===== src/rtl/mode_ctrl_if.sv =====
// Button inputs and mode/increment outputs of the watch mode controller.
// The master side drives the raw buttons; the slave side is the controller.
interface mode_ctrl_if;
  logic       sw1;
  logic       set;
  logic       sw2;
  logic [1:0] mode1;
  logic [1:0] mode2;
  logic       increase;
  logic       setting;

  modport master (
    output sw1, set, sw2,
    input  mode1, mode2, increase, setting
  );

  modport slave (
    input  sw1, set, sw2,
    output mode1, mode2, increase, setting
  );
endinterface


===== src/rtl/mode_ctrl.sv =====
// Watch mode controller: button synchronizers, mode1/mode2 sequencing,
// increment pulses with hold-to-repeat, and an idle timeout out of set mode.
//
//  mode1 state | meaning
//  M1_TIME     | time of day shown; set fields HOUR/MIN/SEC
//  M1_DATE     | date shown; set fields MON/DAY
//  M1_ALARM    | alarm shown; set fields HOUR/MIN
//  M1_SWATCH   | stopwatch; no set fields, mode2 stays general
module mode_ctrl #(
  parameter int HOLD_CYC = 500,
  parameter int RPT_CYC  = 100,
  parameter int IDLE_CYC = 10000
) (
  input logic        clk,
  input logic        reset,
  mode_ctrl_if.slave bus
);

  typedef enum logic [1:0] {
    M1_TIME   = 2'b00,
    M1_DATE   = 2'b01,
    M1_ALARM  = 2'b10,
    M1_SWATCH = 2'b11
  } mode1_t;

  localparam logic [15:0] HOLD_W    = 16'(HOLD_CYC);
  localparam logic [15:0] RPT_W     = 16'(RPT_CYC);
  localparam logic [15:0] IDLE_LAST = 16'(IDLE_CYC - 1);
  localparam logic [15:0] CNT_MAX   = 16'hFFFF;

  // per button: [0] metastable flop, [1] synchronized level, [2] previous level
  logic [2:0]  r_sw1_pipe;
  logic [2:0]  r_set_pipe;
  logic [2:0]  r_sw2_pipe;

  mode1_t      r_mode1;
  logic [1:0]  r_mode2;
  logic        r_inc;
  logic        r_setting;
  logic [15:0] r_hold;
  logic [15:0] r_rpt;
  logic [15:0] r_idle;

  logic        w_sw1_edge;
  logic        w_set_edge;
  logic        w_sw2_edge;
  logic        w_sw2_sync;
  logic        w_any_edge;
  logic [1:0]  w_set_max;
  logic        w_set_chg;
  logic        w_rpt;
  logic        w_timeout;
  logic        w_mode_chg;
  mode1_t      w_mode1_nxt;
  logic [1:0]  w_mode2_nxt;

  always_ff @(posedge clk or posedge reset) begin
    if (reset) begin
      r_sw1_pipe <= 3'b000;
      r_set_pipe <= 3'b000;
      r_sw2_pipe <= 3'b000;
    end else begin
      r_sw1_pipe <= {r_sw1_pipe[1:0], bus.sw1};
      r_set_pipe <= {r_set_pipe[1:0], bus.set};
      r_sw2_pipe <= {r_sw2_pipe[1:0], bus.sw2};
    end
  end

  assign w_sw1_edge = r_sw1_pipe[1] & ~r_sw1_pipe[2];
  assign w_set_edge = r_set_pipe[1] & ~r_set_pipe[2];
  assign w_sw2_edge = r_sw2_pipe[1] & ~r_sw2_pipe[2];
  assign w_sw2_sync = r_sw2_pipe[1];
  assign w_any_edge = w_sw1_edge | w_set_edge | w_sw2_edge;

  // last set field reachable in each main mode
  always_comb begin
    w_set_max = 2'd0;
    case (r_mode1)
      M1_TIME:  w_set_max = 2'd3;
      M1_DATE:  w_set_max = 2'd2;
      M1_ALARM: w_set_max = 2'd2;
      default:  w_set_max = 2'd0;
    endcase
  end

  assign w_set_chg = w_set_edge & ~w_sw1_edge & (w_set_max != 2'd0);

  // blocked for one cycle after any pulse so increase never stays high twice
  assign w_rpt = (r_hold == HOLD_W) & w_sw2_sync & (r_mode2 != 2'd0)
               & ((r_rpt == 16'd0) | (r_rpt == RPT_W)) & ~r_inc;

  assign w_timeout = (r_mode2 != 2'd0) & (r_idle == IDLE_LAST)
                   & ~w_any_edge & ~w_rpt;

  assign w_mode_chg = w_sw1_edge | w_set_chg | w_timeout;

  always_comb begin
    w_mode1_nxt = r_mode1;
    w_mode2_nxt = r_mode2;
    if (w_sw1_edge) begin
      w_mode1_nxt = mode1_t'(r_mode1 + 2'd1);
      w_mode2_nxt = 2'd0;
    end else if (w_set_edge) begin
      w_mode2_nxt = (r_mode2 >= w_set_max) ? 2'd0 : r_mode2 + 2'd1;
    end else if (w_timeout) begin
      w_mode2_nxt = 2'd0;
    end
  end

  always_ff @(posedge clk or posedge reset) begin
    if (reset) begin
      r_mode1   <= M1_TIME;
      r_mode2   <= 2'd0;
      r_inc     <= 1'b0;
      r_setting <= 1'b0;
      r_hold    <= 16'd0;
      r_rpt     <= 16'd0;
      r_idle    <= 16'd0;
    end else begin
      r_mode1   <= w_mode1_nxt;
      r_mode2   <= w_mode2_nxt;
      r_setting <= (w_mode2_nxt != 2'd0);
      r_inc     <= w_sw2_edge | w_rpt;

      // r_hold == 0 means no repeat armed; a fresh sw2 edge is needed to re-arm
      if (w_mode_chg | (r_mode2 == 2'd0) | ~w_sw2_sync) begin
        r_hold <= 16'd0;
        r_rpt  <= 16'd0;
      end else if (w_sw2_edge) begin
        r_hold <= 16'd1;
        r_rpt  <= 16'd0;
      end else if (r_hold != 16'd0) begin
        if (r_hold < HOLD_W)
          r_hold <= r_hold + 16'd1;
        if (w_rpt)
          r_rpt <= 16'd1;
        else if ((r_rpt != 16'd0) && (r_rpt < RPT_W))
          r_rpt <= r_rpt + 16'd1;
      end

      if ((r_mode2 == 2'd0) | w_any_edge | w_rpt | w_timeout)
        r_idle <= 16'd0;
      else if (r_idle != CNT_MAX)
        r_idle <= r_idle + 16'd1;
    end
  end

  assign bus.mode1    = r_mode1;
  assign bus.mode2    = r_mode2;
  assign bus.increase = r_inc;
  assign bus.setting  = r_setting;

endmodule


===== src/flat_wrapper.sv =====
// flat-port wrapper written by rule: the top's interface ports become plain ports
module mode_ctrl_flat 
#(
  parameter int HOLD_CYC = 500,
  parameter int RPT_CYC  = 100,
  parameter int IDLE_CYC = 10000
)
  (clk, reset, bus_sw1, bus_set, bus_sw2, bus_mode1, bus_mode2, bus_increase, bus_setting);
  mode_ctrl_if bus_i ();
  input logic clk;
  input logic reset;
  input wire logic [$bits(bus_i.sw1)-1:0] bus_sw1;
  input wire logic [$bits(bus_i.set)-1:0] bus_set;
  input wire logic [$bits(bus_i.sw2)-1:0] bus_sw2;
  output wire logic [$bits(bus_i.mode1)-1:0] bus_mode1;
  output wire logic [$bits(bus_i.mode2)-1:0] bus_mode2;
  output wire logic [$bits(bus_i.increase)-1:0] bus_increase;
  output wire logic [$bits(bus_i.setting)-1:0] bus_setting;
  assign bus_i.sw1 = bus_sw1;
  assign bus_i.set = bus_set;
  assign bus_i.sw2 = bus_sw2;
  assign bus_mode1 = bus_i.mode1;
  assign bus_mode2 = bus_i.mode2;
  assign bus_increase = bus_i.increase;
  assign bus_setting = bus_i.setting;
  mode_ctrl #(.HOLD_CYC(HOLD_CYC), .RPT_CYC(RPT_CYC), .IDLE_CYC(IDLE_CYC)) u_core (.clk(clk), .reset(reset), .bus(bus_i));
endmodule

===== config.mk =====
export PLATFORM = sky130hd
export DESIGN_NAME = mode_ctrl_flat
export DESIGN_NICKNAME = d
export VERILOG_FILES = /design/src/rtl/mode_ctrl_if.sv /design/src/rtl/mode_ctrl.sv /design/src/flat_wrapper.sv
export SDC_FILE = /design/constraint.sdc
export NUM_CORES = 1
export LEC_CHECK = 0
export CORE_ASPECT_RATIO = 1.25
export CORE_MARGIN = 2
export CORE_UTILIZATION = 50
export DETAILED_ROUTE_END_ITERATION = 16
export DONT_BUFFER_PORTS = 1
export GPL_TIMING_DRIVEN = 0
export PLACE_DENSITY = 0.68
export SLEW_MARGIN = 15
export SYNTH_ARGS = -nofsm -noshare
export SYNTH_HDL_FRONTEND = slang
export SYNTH_SLANG_ARGS = --single-unit

===== constraint.sdc =====
create_clock -name clk -period 2.1 [get_ports clk]
set_clock_uncertainty 0.05 [all_clocks]
set_input_delay 0.21 -clock clk [delete_from_list [all_inputs] [get_ports clk]]
set_output_delay 0.21 -clock clk [all_outputs]
set_load 0.005 [all_outputs]

==> results of run 1 <==
-- cell families (layout without fill, tap and decap cells) --
group | Yosys count | in the layout | synth area share [%]
simple gates | 144 | 144 | 26.5
mux | 1 | 1 | 0.323
xor+xnor | 18 | 18 | 5.08
compound gates | 47 | 48 | 10.8
buf+inv | 17 | 46 | 2.42
flops | 63 | 63 | 50.8
fa+ha+maj | 10 | 10 | 4.03
-- cell type report --
type,instances,area (sq um)
repair buffers,14,115
clock inverters,4,22.5
inverters,12,47.5
multi-input cells,221,1690
clock buffers,12,135
fillers,508,2360
well taps,85,106
plain buffers,4,27.5
flip-flops and latches,63,1580
-- flip-flops by register name (all words and copies together) (netlist names) --
name                 count
u_core.bus.increase      1
u_core.bus.mode1         2
u_core.bus.mode2         2
u_core.bus.setting       1
u_core.r_hold           16
u_core.r_idle           16
u_core.r_rpt            16
u_core.r_set_pipe        3
u_core.r_sw1_pipe        3
u_core.r_sw2_pipe        3
-- worst paths after layout --
path                                                    to  slack, ns
max in group asynchronous     u_core.r_idle[4]$_DFFE_PP0P_       1.03
max                            u_core.r_rpt[2]$_DFFE_PP0P_     -0.002
min                         u_core.r_sw2_pipe[1]$_DFF_PP0_       0.30
max reg2reg                    u_core.r_rpt[2]$_DFFE_PP0P_     -0.002
min in group asynchronous  u_core.bus.mode1[1]$_DFFE_PP0P_       0.43
min reg2reg                 u_core.r_sw2_pipe[1]$_DFF_PP0_       0.30
-- worst max-delay path: stages, from the launching register on --
cell     delay (ns)
dfrtp_1        0.45
or4_4          0.60
or4_4          0.56
nand4_1        0.10
o221a_1        0.19
nor2_1         0.04
-- metal layers --
metal	vias to the layer above	global-route usage, %	wire length, um
met5	-	0	0
met4	0	8.04	112
met3	10	5.71	215
met2	44	32.2	3310
met1	1181	26.5	2920
li1	1151	-	-
-- synth_stat cells (all sizes together) (2+ instances only) --
master   instances  area share, %
dfrtp           63             51
nor4             9            2.0
or3              3           0.65
o311ai           2           0.56
a31oi            2           0.40
nor2            27            3.3
a21boi           2           0.48
ha              10            4.0
or4              4            1.3
nor3b            2           0.48
nand4           11            2.2
nand2           13            1.6
nor2b            2           0.40
inv             12            1.5
nor4b            3           0.85
and2            19            3.8
and4             2           0.56
o211ai           3            1.0
nand3           19            3.2
and3             8            1.6
xnor2           18            5.1
nor3             9            1.5
o2111a           2           0.73
a211oi           2           0.48
buf              4           0.85
o211a            2           0.65
nand2b           8            1.6
a2111oi          5            1.4
a21oi           12            1.9
o21ai            9            1.5
-- report_power, final --
group / total [mW] / leakage [nW] / internal, mW / switching [mW]
clock network: 0.884 / 0.0801 / 0.423 / 0.462
logic: 0.461 / 0.578 / 0.195 / 0.267
registers: 1.33 / 0.848 / 1.27 / 0.0529
total: 2.67 / 1.51 / 1.89 / 0.782
-- what timing repair did --
item                                    4_1_cts  5_1_grt
hold buffers                                  4        0
buffers inserted                              6        4
endpoints found under the setup margin       51       49
pin swaps                                     8       18
hold endpoints to repair                     66        0
cloned                                        0        1
resized for setup                            21       30
-- through the flow --
step	area, sq um	hold WS [ns]	utilization, %
floorplan	3100	0.191	-
global placement	3210	0.191	52.7
detailed placement	3210	0.192	52.8
CTS	3550	0.299	58.3
global route	3730	0.308	61.2
finish	3730	0.299	61.2
==> summary.txt, run 1 <==
Floorplanning
  • Cell Rows: 32
  • Die height: 92.1 um
  • Core area: 6090 sq um
  • Die area: 6850 sq um
  • Initial Util: 51.0%
  • Top-Level Pins: 11
  • Die Wd: 74.4 um

Timing
  • Worst Tran Pin Value: 0.757 ns
  • Slew margin rel.: 49.5%
  • Min cycle time layout: 2.10 ns
  • Final setup margin: -0.00230 ns
  • Setup Viol. Count Final: 1
  • Period utilisation layout: 100%
  • Unrepaired setup endpoints after global routing: yes
  • Fin. Hold Viols: 0
  • Final Max Tran Viols: 0
  • Setup TNS: -0.00230 ns
  • Fmax: 0.476 GHz

Detailed routing
  • Post-DRT Antenna Nets: 0
  • Post-Route WL: 6.56 mm
  • Vias: 2386
  • Initial drt markers: 167
  • Residual DRC: 0
  • First-pass iteration count of the detailed router: 4
  • Via/cell ratio: 5.75
  • Routed WL per cell: 15.8 um

Clock tree
  • Clock root buffer master: clkbuf_8
  • Worst-path clk slew: 0.07 ns
  • Skew-Pair Late Insertion Delay: 0.35 ns
  • H-tree Lvls: 3
  • Total CTS buffers: 9
  • Clock Path Buffers: 2
  • CTS tree: yes
  • # clock sinks: 63

Global route
  • GR Overflow Total: 0
  • First-pass GRT wire length: 10.7 mm
  • Initial antenna violation count: 0
  • Pin count of the biggest net entering global routing: 64
  • GRT Total Usage: 20.5%
  • Number of global-route vias before repair: 2315

Critical path
  • Critical Path RT: 2.28 ns
  • Crit Path Category: flip-flop to flip-flop
  • Worst Reg-to-Reg Cells: 5
  • Crit start category: flip-flop
  • Worst-path fanout max: 6
  • Crit path launch: u_core.r_hold[4]$_DFFE_PP0P_
  • Critical Path AT: 2.29 ns
  • Reg2Reg Launch Point: u_core.r_hold[4]$_DFFE_PP0P_
  • CP Capture Type: flip-flop

Layout
  • Commonest non-fill, non-tap cell in the layout: dfrtp_1
  • Fin cells: 415
  • Layout area overhead: 20.2%
  • Commonest cells after routing, fill and taps aside: dfrtp_1 (61), nor2_1 (26), and2_1 (19)
  • Share of cells above drive strength 1: 20.9%
  • Final nets: 340
  • Number of antenna diodes: 0

Synthesis
  • Post-synth EDFFs: 0
  • Post-synth cell types: 51
  • Syn_nets: 315
  • Seq/Total Area, Yosys: 50.8%
  • Post-synth top flop: dfrtp_1
  • Mapped Avg Cell Area: 10.3 sq um
  • #FFs+latches synth: 63
  • Gate Count Post-Synth: 300
  • Post-Syn Area: 3100 sq um
  • Asr flop ratio synth: 100%
  • Total of warnings raised by yosys: 0

Pwr
  • Total Power: 2.67 mW
  • Max VDD drop: 0.000608 V
  • P per Cell Area: 717 nW/um^2
  • P_leak: 1.51 nW

Run
  • Max-Cap Viols: 0

Status
  • Result of the run: finished with violations
  • Failing checks: setup timing

Hold path
  • WHS Path Cells: 0
  • Hold Path Origin: u_core.r_sw2_pipe[0]$_DFF_PP0_
  • Hold Crit Class: flip-flop to flip-flop

Place
  • Inst Count DP: 385
  • Routability cong.: 0.816
  • DP Worst Slack: -0.358 ns
  • PortBufs: 0
  • Dpl hpwl: 4.06 mm
Power figures use the tool's default switching activity.
==> run 2, diff against run 1 <==
--- a/config.mk
+++ b/config.mk
@@ -6,7 +6,7 @@
 export NUM_CORES = 1
 export LEC_CHECK = 0
 export CORE_ASPECT_RATIO = 1.25
-export CORE_MARGIN = 2
+export CORE_MARGIN = 5
 export CORE_UTILIZATION = 50
 export DETAILED_ROUTE_END_ITERATION = 16
 export DONT_BUFFER_PORTS = 1
==> summary.txt, run 2 (synthesis gave the netlist of run 1 again) <==
Place
  • Dpl hpwl: 4.04 mm (-0.46%)
  • PortBufs: 0 (unchanged)
  • Dpl cell area: 3210 sq um (unchanged)
  • Routability cong.: 0.861 (+5.5%)

Timing
  • Fmax: 0.464 GHz (-2.5%)
  • Slew margin rel.: 49.4% (-0.093 points)
  • Hold_ws: 0.301 ns (+0.00203 ns)
  • Setup Viol. Count Final: 6 (+5)
  • Worst Tran Pin Value: 0.759 ns (+0.00140 ns)
  • Period utilisation layout: 103% (+2.5 points)
  • Fin. Hold Viols: 0 (unchanged)
  • Min cycle time layout: 2.16 ns (+0.0531 ns)
  • Unrepaired setup endpoints after global routing: yes
  • Final Max Tran Viols: 0 (unchanged)
  • Setup TNS: -0.207 ns (-0.205 ns)
  • Final setup margin: -0.0554 ns (-0.0531 ns)

Critical path
  • Critical Path RT: 2.28 ns (about the same)
  • Crit path launch: u_core.r_hold[0]$_DFFE_PP0P_
  • Crit Path Category: flip-flop to flip-flop
  • Reg-to-Reg End: u_core.r_rpt[0]$_DFFE_PP0P_
  • Worst Reg-to-Reg Cells: 7 (+2)
  • Crit start category: flip-flop
  • Reg2Reg Launch Point: u_core.r_hold[0]$_DFFE_PP0P_
  • Worst-path fanout max: 7 (+1)
  • Worst reg-to-reg setup slack: -0.06 ns (-0.05 ns)
  • Critical Path AT: 2.33 ns (+0.04 ns)
  • CP Capture Type: flip-flop

Clock tree
  • Clock root buffer master: clkbuf_8
  • H-tree Lvls: 3 (unchanged)
  • CTS tree: yes
  • # clock sinks: 63 (unchanged)
  • Total CTS buffers: 9 (unchanged)
  • Worst-path clk slew: 0.07 ns (about the same)
  • Clock Path Buffers: 2 (unchanged)
  • Skew-Pair Late Insertion Delay: 0.34 ns (about the same)

Hold path
  • WHS Path Cells: 0 (unchanged)
  • Hold Path Origin: u_core.r_sw2_pipe[0]$_DFF_PP0_
  • Hold Crit Class: flip-flop to flip-flop
  • Worst Hold End: u_core.r_sw2_pipe[1]$_DFF_PP0_

Layout
  • Biggest regs: u_core.r_hold: 16 flops, u_core.r_idle: 16 flops, u_core.r_rpt: 16 flops
  • Layout area overhead: 21.9%
  • Final nets: 341 (+0.29%)
  • Number of antenna diodes: 0 (unchanged)
  • Commonest cells after routing, fill and taps aside: dfrtp_1 (60), nor2_1 (26), and2_1 (19)
  • Share of cells above drive strength 1: 22.1% (+1.2 points)
  • Fillcell total: 515 (+1.4%)
  • Commonest non-fill, non-tap cell in the layout: dfrtp_1
  • Design Area, Final: 3780 sq um (+1.4%)

Floorplanning
  • Cell Rows: 32 (unchanged)
  • Die area: 7890 sq um (+15%)
  • Top-Level Pins: 11 (unchanged)
  • Die Wd: 80.4 um (+8.1%)
  • Core area: 6130 sq um (+0.66%)
  • Die height: 98.1 um (+6.5%)
  • Initial Util: 50.6% (-0.33 points)

Detailed routing
  • Routed WL per cell: 16.4 um (+3.7%)
  • Vias: 2418 (+1.3%)
  • First-pass iteration count of the detailed router: 4 (unchanged)
  • Via/cell ratio: 5.83 (+1.3%)
  • Initial drt markers: 184 (+10%)
  • Residual DRC: 0 (unchanged)
  • Post-Route WL: 6.80 mm (+3.7%)
  • Post-DRT Antenna Nets: 0 (unchanged)

Global route
  • Most used routing layer: met2
  • Initial antenna violation count: 0 (unchanged)
  • First-pass GRT wire length: 10.9 mm (+1.7%)
  • GR Overflow Total: 0 (unchanged)
  • Number of global-route vias before repair: 2408 (+4.0%)
  • GRT Total Usage: 17.6% (-2.9 points)
  • Met3 Usage GRT: 3.87% (-1.8 points)
  • Met1 Usage GRT: 22.4% (-4.0 points)
  • Met2 usage: 27.6% (-4.7 points)
  • Pin count of the biggest net entering global routing: 64 (unchanged)

Run
  • Max-Cap Viols: 0 (unchanged)

Pwr
  • P_leak: 1.53 nW (+1.8%)
  • P per Cell Area: 756 nW/um^2 (+5.4%)
  • Max VDD drop: 0.000602 V (-0.93%)

Status
  • Failing checks: setup timing
  • Result of the run: finished with violations
## run 2: cell type report
type                            count  area (sq um)  share of cell area, %
Buffer                              3          20.0                  0.529
Clock buffer                       12           155                   4.10
Clock inverter                      3          42.5                   1.13
Inverter                           12          47.5                   1.26
Multi-Input combinational cell    222          1690                   44.8
Sequential cell                    63          1580                   41.8
Tap cell                           85           106                   2.81
Timing Repair Buffer               15           135                   3.57
## run 2: worst max-delay path: stages, from the launching register on
cell and delay, ns:
dfrtp_2 0.42, inv_2 0.07, ha_4 0.12, or4b_4 0.48, or4_4 0.55, nand3_4 0.13, nand3_2 0.08, o211a_1 0.14
## run 2: routing by layer
metal / vias to the layer above / share of wire [%]
li1: 1152 / -
met1: 1186 / 43
met2: 66 / 51
met3: 14 / 3.9
met4: 0 / 2.1
met5: - / 0
## run 2: worst max-delay path by stage
stage / to / slack (ns) / cells past startpoint
6_report: u_core.r_rpt[0]$_DFFE_PP0P_ / -0.06 / 7
5_1_grt: u_core.r_rpt[0]$_DFFE_PP0P_ / -0.14 / 7
3_5_place_dp: u_core.r_rpt[0]$_DFFE_PP0P_ / -0.43 / 8
4_1_cts: u_core.r_rpt[0]$_DFFE_PP0P_ / -0.02 / 6
2_1_floorplan: u_core.r_rpt[0]$_DFFE_PP0P_ / 0.05 / 7
3_3_place_gp: u_core.r_rpt[0]$_DFFE_PP0P_ / -0.37 / 8
## run 2: timing repair
| action | 4_1_cts | 5_1_grt |
|---|---|---|
| endpoints found under the hold margin | 66 | 0 |
| buffers inserted | 3 | 8 |
| endpoints found under the setup margin | 50 | 47 |
| pin swaps | 2 | 14 |
| gates resized for setup | 20 | 30 |
| hold buffers | 4 | 0 |
| cloned | 0 | 2 |
## run 2: power breakdown
part           internal [mW]  switching (mW)  leakage [nW]
clock                  0.605           0.460        0.0985
sequential              1.27          0.0611         0.847
combinational          0.197           0.259         0.589
## run 2: per-stage QoR
stage | cells | power [mW] | utilization (%) | setup slack (ns)
6_report | 415 | 2.86 | 61.7 | -0.0554
5_1_grt | 415 | 3.01 | 61.7 | -0.139
4_1_cts | 406 | 2.80 | 58.1 | -0.0220
3_5_place_dp | 385 | 1.68 | 52.4 | -0.427
3_3_place_gp | 385 | 1.67 | 52.4 | -0.370
2_1_floorplan | 300 | 1.59 | - | 0.0498
==> run 3, diff against run 2 <==
--- a/config.mk
+++ b/config.mk
@@ -8,6 +8,7 @@
 export CORE_ASPECT_RATIO = 1.25
 export CORE_MARGIN = 5
 export CORE_UTILIZATION = 50
+export CTS_CLUSTER_SIZE = 14
 export DETAILED_ROUTE_END_ITERATION = 16
 export DONT_BUFFER_PORTS = 1
 export GPL_TIMING_DRIVEN = 0
==> constraint.sdc (replaced) <==
create_clock -name clk -period 2.1 [get_ports clk]
set_clock_uncertainty 0.05 [all_clocks]
set_input_delay 0.21 -clock clk [delete_from_list [all_inputs] [get_ports clk]]
set_output_delay 0.21 -clock clk [all_outputs]
set_load 0.01 [all_outputs]
==> summary.txt, run 3 (synthesis gave the netlist of run 1 again) <==
Status
  • Result of the run: finished with violations
  • Failing checks: setup timing

Pwr
  • Clock share of power: 36.9% (-0.4 points)
  • Max VDD drop: 0.000585 V (-2.8%)
  • Net Sw Frac: 27.8% (+0.48 points)
  • Sequential share of power: 46.9% (about the same)
  • Internal power: 2.08 mW (+0.21%)
  • P_leak: 1.54 nW (+0.35%)
  • Comb pwr share: 16.2% (+0.2 points)
  • Switching pwr: 0.801 mW (+2.6%)
  • P per Cell Area: 761 nW/um^2 (+0.78%)

Clock tree
  • Clock root buffer master: clkbuf_8
  • CTS tree: yes
  • Clock Path Buffers: 2 (unchanged)
  • Total CTS buffers: 9 (unchanged)
  • Worst-path clk slew: 0.07 ns (about the same)
  • H-tree Lvls: 3 (unchanged)
  • Skew-Pair Late Insertion Delay: 0.34 ns (about the same)
  • # clock sinks: 63 (unchanged)

Critical path
  • CP max stage delay: 0.55 ns (about the same)
  • CP Capture Type: flip-flop
  • Worst reg-to-reg setup slack: -0.07 ns (about the same)
  • Reg2Reg Launch Point: u_core.r_hold[1]$_DFFE_PP0P_
  • Crit Path Category: flip-flop to flip-flop
  • Worst Reg-to-Reg Cells: 7 (unchanged)
  • Slowest-stage cell, CP: or4_4
  • Critical Path AT: 2.34 ns (about the same)
  • Reg-to-Reg End: u_core.r_rpt[0]$_DFFE_PP0P_
  • Critical Path RT: 2.28 ns (about the same)
  • Crit start category: flip-flop
  • Crit path cell chain: inv_2 -> ha_4 -> or4b_4 -> or4_4 -> nand3_4 -> nand3_2 -> o211a_1
  • Worst-path fanout max: 7 (unchanged)

Floorplanning
  • Die height: 98.1 um (unchanged)
  • Top-Level Pins: 11 (unchanged)
  • Cell Rows: 32 (unchanged)
  • Core area: 6130 sq um (unchanged)
  • Die Wd: 80.4 um (unchanged)
  • Die area: 7890 sq um (unchanged)
  • Initial Util: 50.6% (unchanged)

Global route
  • GR Overflow Total: 0 (unchanged)
  • Initial antenna violation count: 0 (unchanged)
  • Number of global-route vias before repair: 2402 (-0.25%)
  • First-pass GRT wire length: 10.9 mm (-0.32%)
  • Pin count of the biggest net entering global routing: 64 (unchanged)
  • GRT Total Usage: 17.5% (-0.057 points)

Detailed routing
  • Initial drt markers: 138 (-25%)
  • Post-DRT Antenna Nets: 0 (unchanged)
  • Vias: 2419 (+0.041%)
  • Via/cell ratio: 5.81 (-0.20%)
  • Residual DRC: 0 (unchanged)
  • First-pass iteration count of the detailed router: 4 (unchanged)
  • Post-Route WL: 6.72 mm (-1.2%)
  • Routed WL per cell: 16.2 um (-1.4%)

Timing
  • Period utilisation layout: 103% (+0.46 points)
  • Unrepaired setup endpoints after global routing: yes
  • Worst Tran Pin Value: 0.748 ns (-0.0110 ns)
  • Min cycle time layout: 2.17 ns (+0.00970 ns)
  • Fmax: 0.462 GHz (-0.45%)
  • Final setup margin: -0.0651 ns (-0.00970 ns)
  • Setup Viol. Count Final: 5 (-1)
  • Slew margin rel.: 50.1% (+0.74 points)
  • Final Max Tran Viols: 0 (unchanged)
  • Fin. Hold Viols: 0 (unchanged)
  • Hold_ws: 0.301 ns (+0.000398 ns)

Layout
  • Layout area overhead: 22.0% (about the same)
  • Final nets: 342 (+0.29%)
  • Register area: 1580 sq um (about the same)
  • Number of antenna diodes: 0 (unchanged)
  • Commonest non-fill, non-tap cell in the layout: dfrtp_1
  • Multi-input combinational cell area: 1690 sq um (-0.44%)
  • Fillcell total: 514 (-0.19%)
  • Biggest regs: u_core.r_hold: 16 flops, u_core.r_idle: 16 flops, u_core.r_rpt: 16 flops
  • Share of cells above drive strength 1: 22.7% (+0.54 points)
  • Commonest cells after routing, fill and taps aside: dfrtp_1 (59), nor2_1 (26), and2_1 (19)
  • Fin cells: 416 (+0.24%)

Place
  • Routability cong.: 0.861 (unchanged)
  • PortBufs: 0 (unchanged)
  • Dpl hpwl: 4.04 mm (unchanged)
  • Inst Count DP: 385 (unchanged)
  • DP Worst Slack: -0.427 ns (unchanged)

Run
  • Max-Cap Viols: 0 (unchanged)

Hold path
  • Hold Crit Class: flip-flop to flip-flop
  • Worst Hold End: u_core.r_sw2_pipe[1]$_DFF_PP0_
  • Hold Path Origin: u_core.r_sw2_pipe[0]$_DFF_PP0_
  • WHS Path Cells: 0 (unchanged)
[run 3: final cells by class]
cell class / count / area share [%]
Multi-Input combinational cell: 222 / 44.6
Sequential cell: 63 / 41.8
Clock buffer: 12 / 4.10
Timing Repair Buffer: 16 / 3.77
Tap cell: 85 / 2.81
Inverter: 12 / 1.26
Clock inverter: 3 / 1.12
Buffer: 3 / 0.595
[run 3: critical path, delay by kind of cell, from the launching register on]
family / cells / cell delay [ns]
and+or+nand+nor: 4 / 1.24
DFF: 1 / 0.40
AOI/OAI and AO/OA: 1 / 0.14
adders and majority gates: 1 / 0.13
buffers and inverters: 1 / 0.08
[run 3: how the worst max path moves through the flow]
stage / from / end / slack [ns] / cells past startpoint
after floorplan: u_core.bus.mode1[0]$_DFFE_PP0P_ / u_core.bus.setting$_DFF_PP0_ / 0.05 / 7
after global placement: u_core.r_rpt[0]$_DFFE_PP0P_ / u_core.r_rpt[0]$_DFFE_PP0P_ / -0.37 / 8
after detailed placement: u_core.r_rpt[0]$_DFFE_PP0P_ / u_core.r_rpt[0]$_DFFE_PP0P_ / -0.43 / 8
after CTS: u_core.r_hold[2]$_DFFE_PP0P_ / u_core.r_rpt[0]$_DFFE_PP0P_ / -0.02 / 6
after global routing: u_core.r_hold[0]$_DFFE_PP0P_ / u_core.r_rpt[0]$_DFFE_PP0P_ / -0.13 / 7
final: u_core.r_hold[1]$_DFFE_PP0P_ / u_core.r_rpt[0]$_DFFE_PP0P_ / -0.07 / 7
[run 3: timing repair]
action,in CTS,in global routing
gates cloned,0,2
hold buffers,4,0
buffers inserted,4,8
setup endpoints to repair,50,48
pin swaps,2,15
resized for setup,20,32
endpoints found under the hold margin,66,0
[run 3: power by group through the flow]
stage | Combinational, mW | Sequential [mW] | Clock, mW
detailed placement | 0.322 | 1.37 | 0
floorplan | 0.250 | 1.36 | 0
global placement | 0.313 | 1.37 | 0
global route | 0.528 | 1.36 | 1.14
CTS | 0.388 | 1.35 | 1.09
finish | 0.467 | 1.35 | 1.06
[run 3: stage by stage]
| step | TNS [ns] | utilization, % | instance area, sq um | total power, mW |
|---|---|---|---|---|
| after floorplan | 0 | - | 3100 | 1.61 |
| after global placement | -30.88 | 52.4 | 3210 | 1.68 |
| after detailed placement | -12.27 | 52.4 | 3210 | 1.69 |
| after CTS | -0.0220 | 58.1 | 3560 | 2.83 |
| after global routing | -1.19 | 61.8 | 3780 | 3.03 |
| final | -0.200 | 61.8 | 3780 | 2.88 |
[run 3: layer usage]
layer  part of all wire, %  track usage [%]  vias up
li1                      -                -     1157
met1                    43             22.3     1207
met2                    52             27.5       39
met3                   3.0             3.87       16
met4                   1.9             9.75        0
met5                     0                0        -
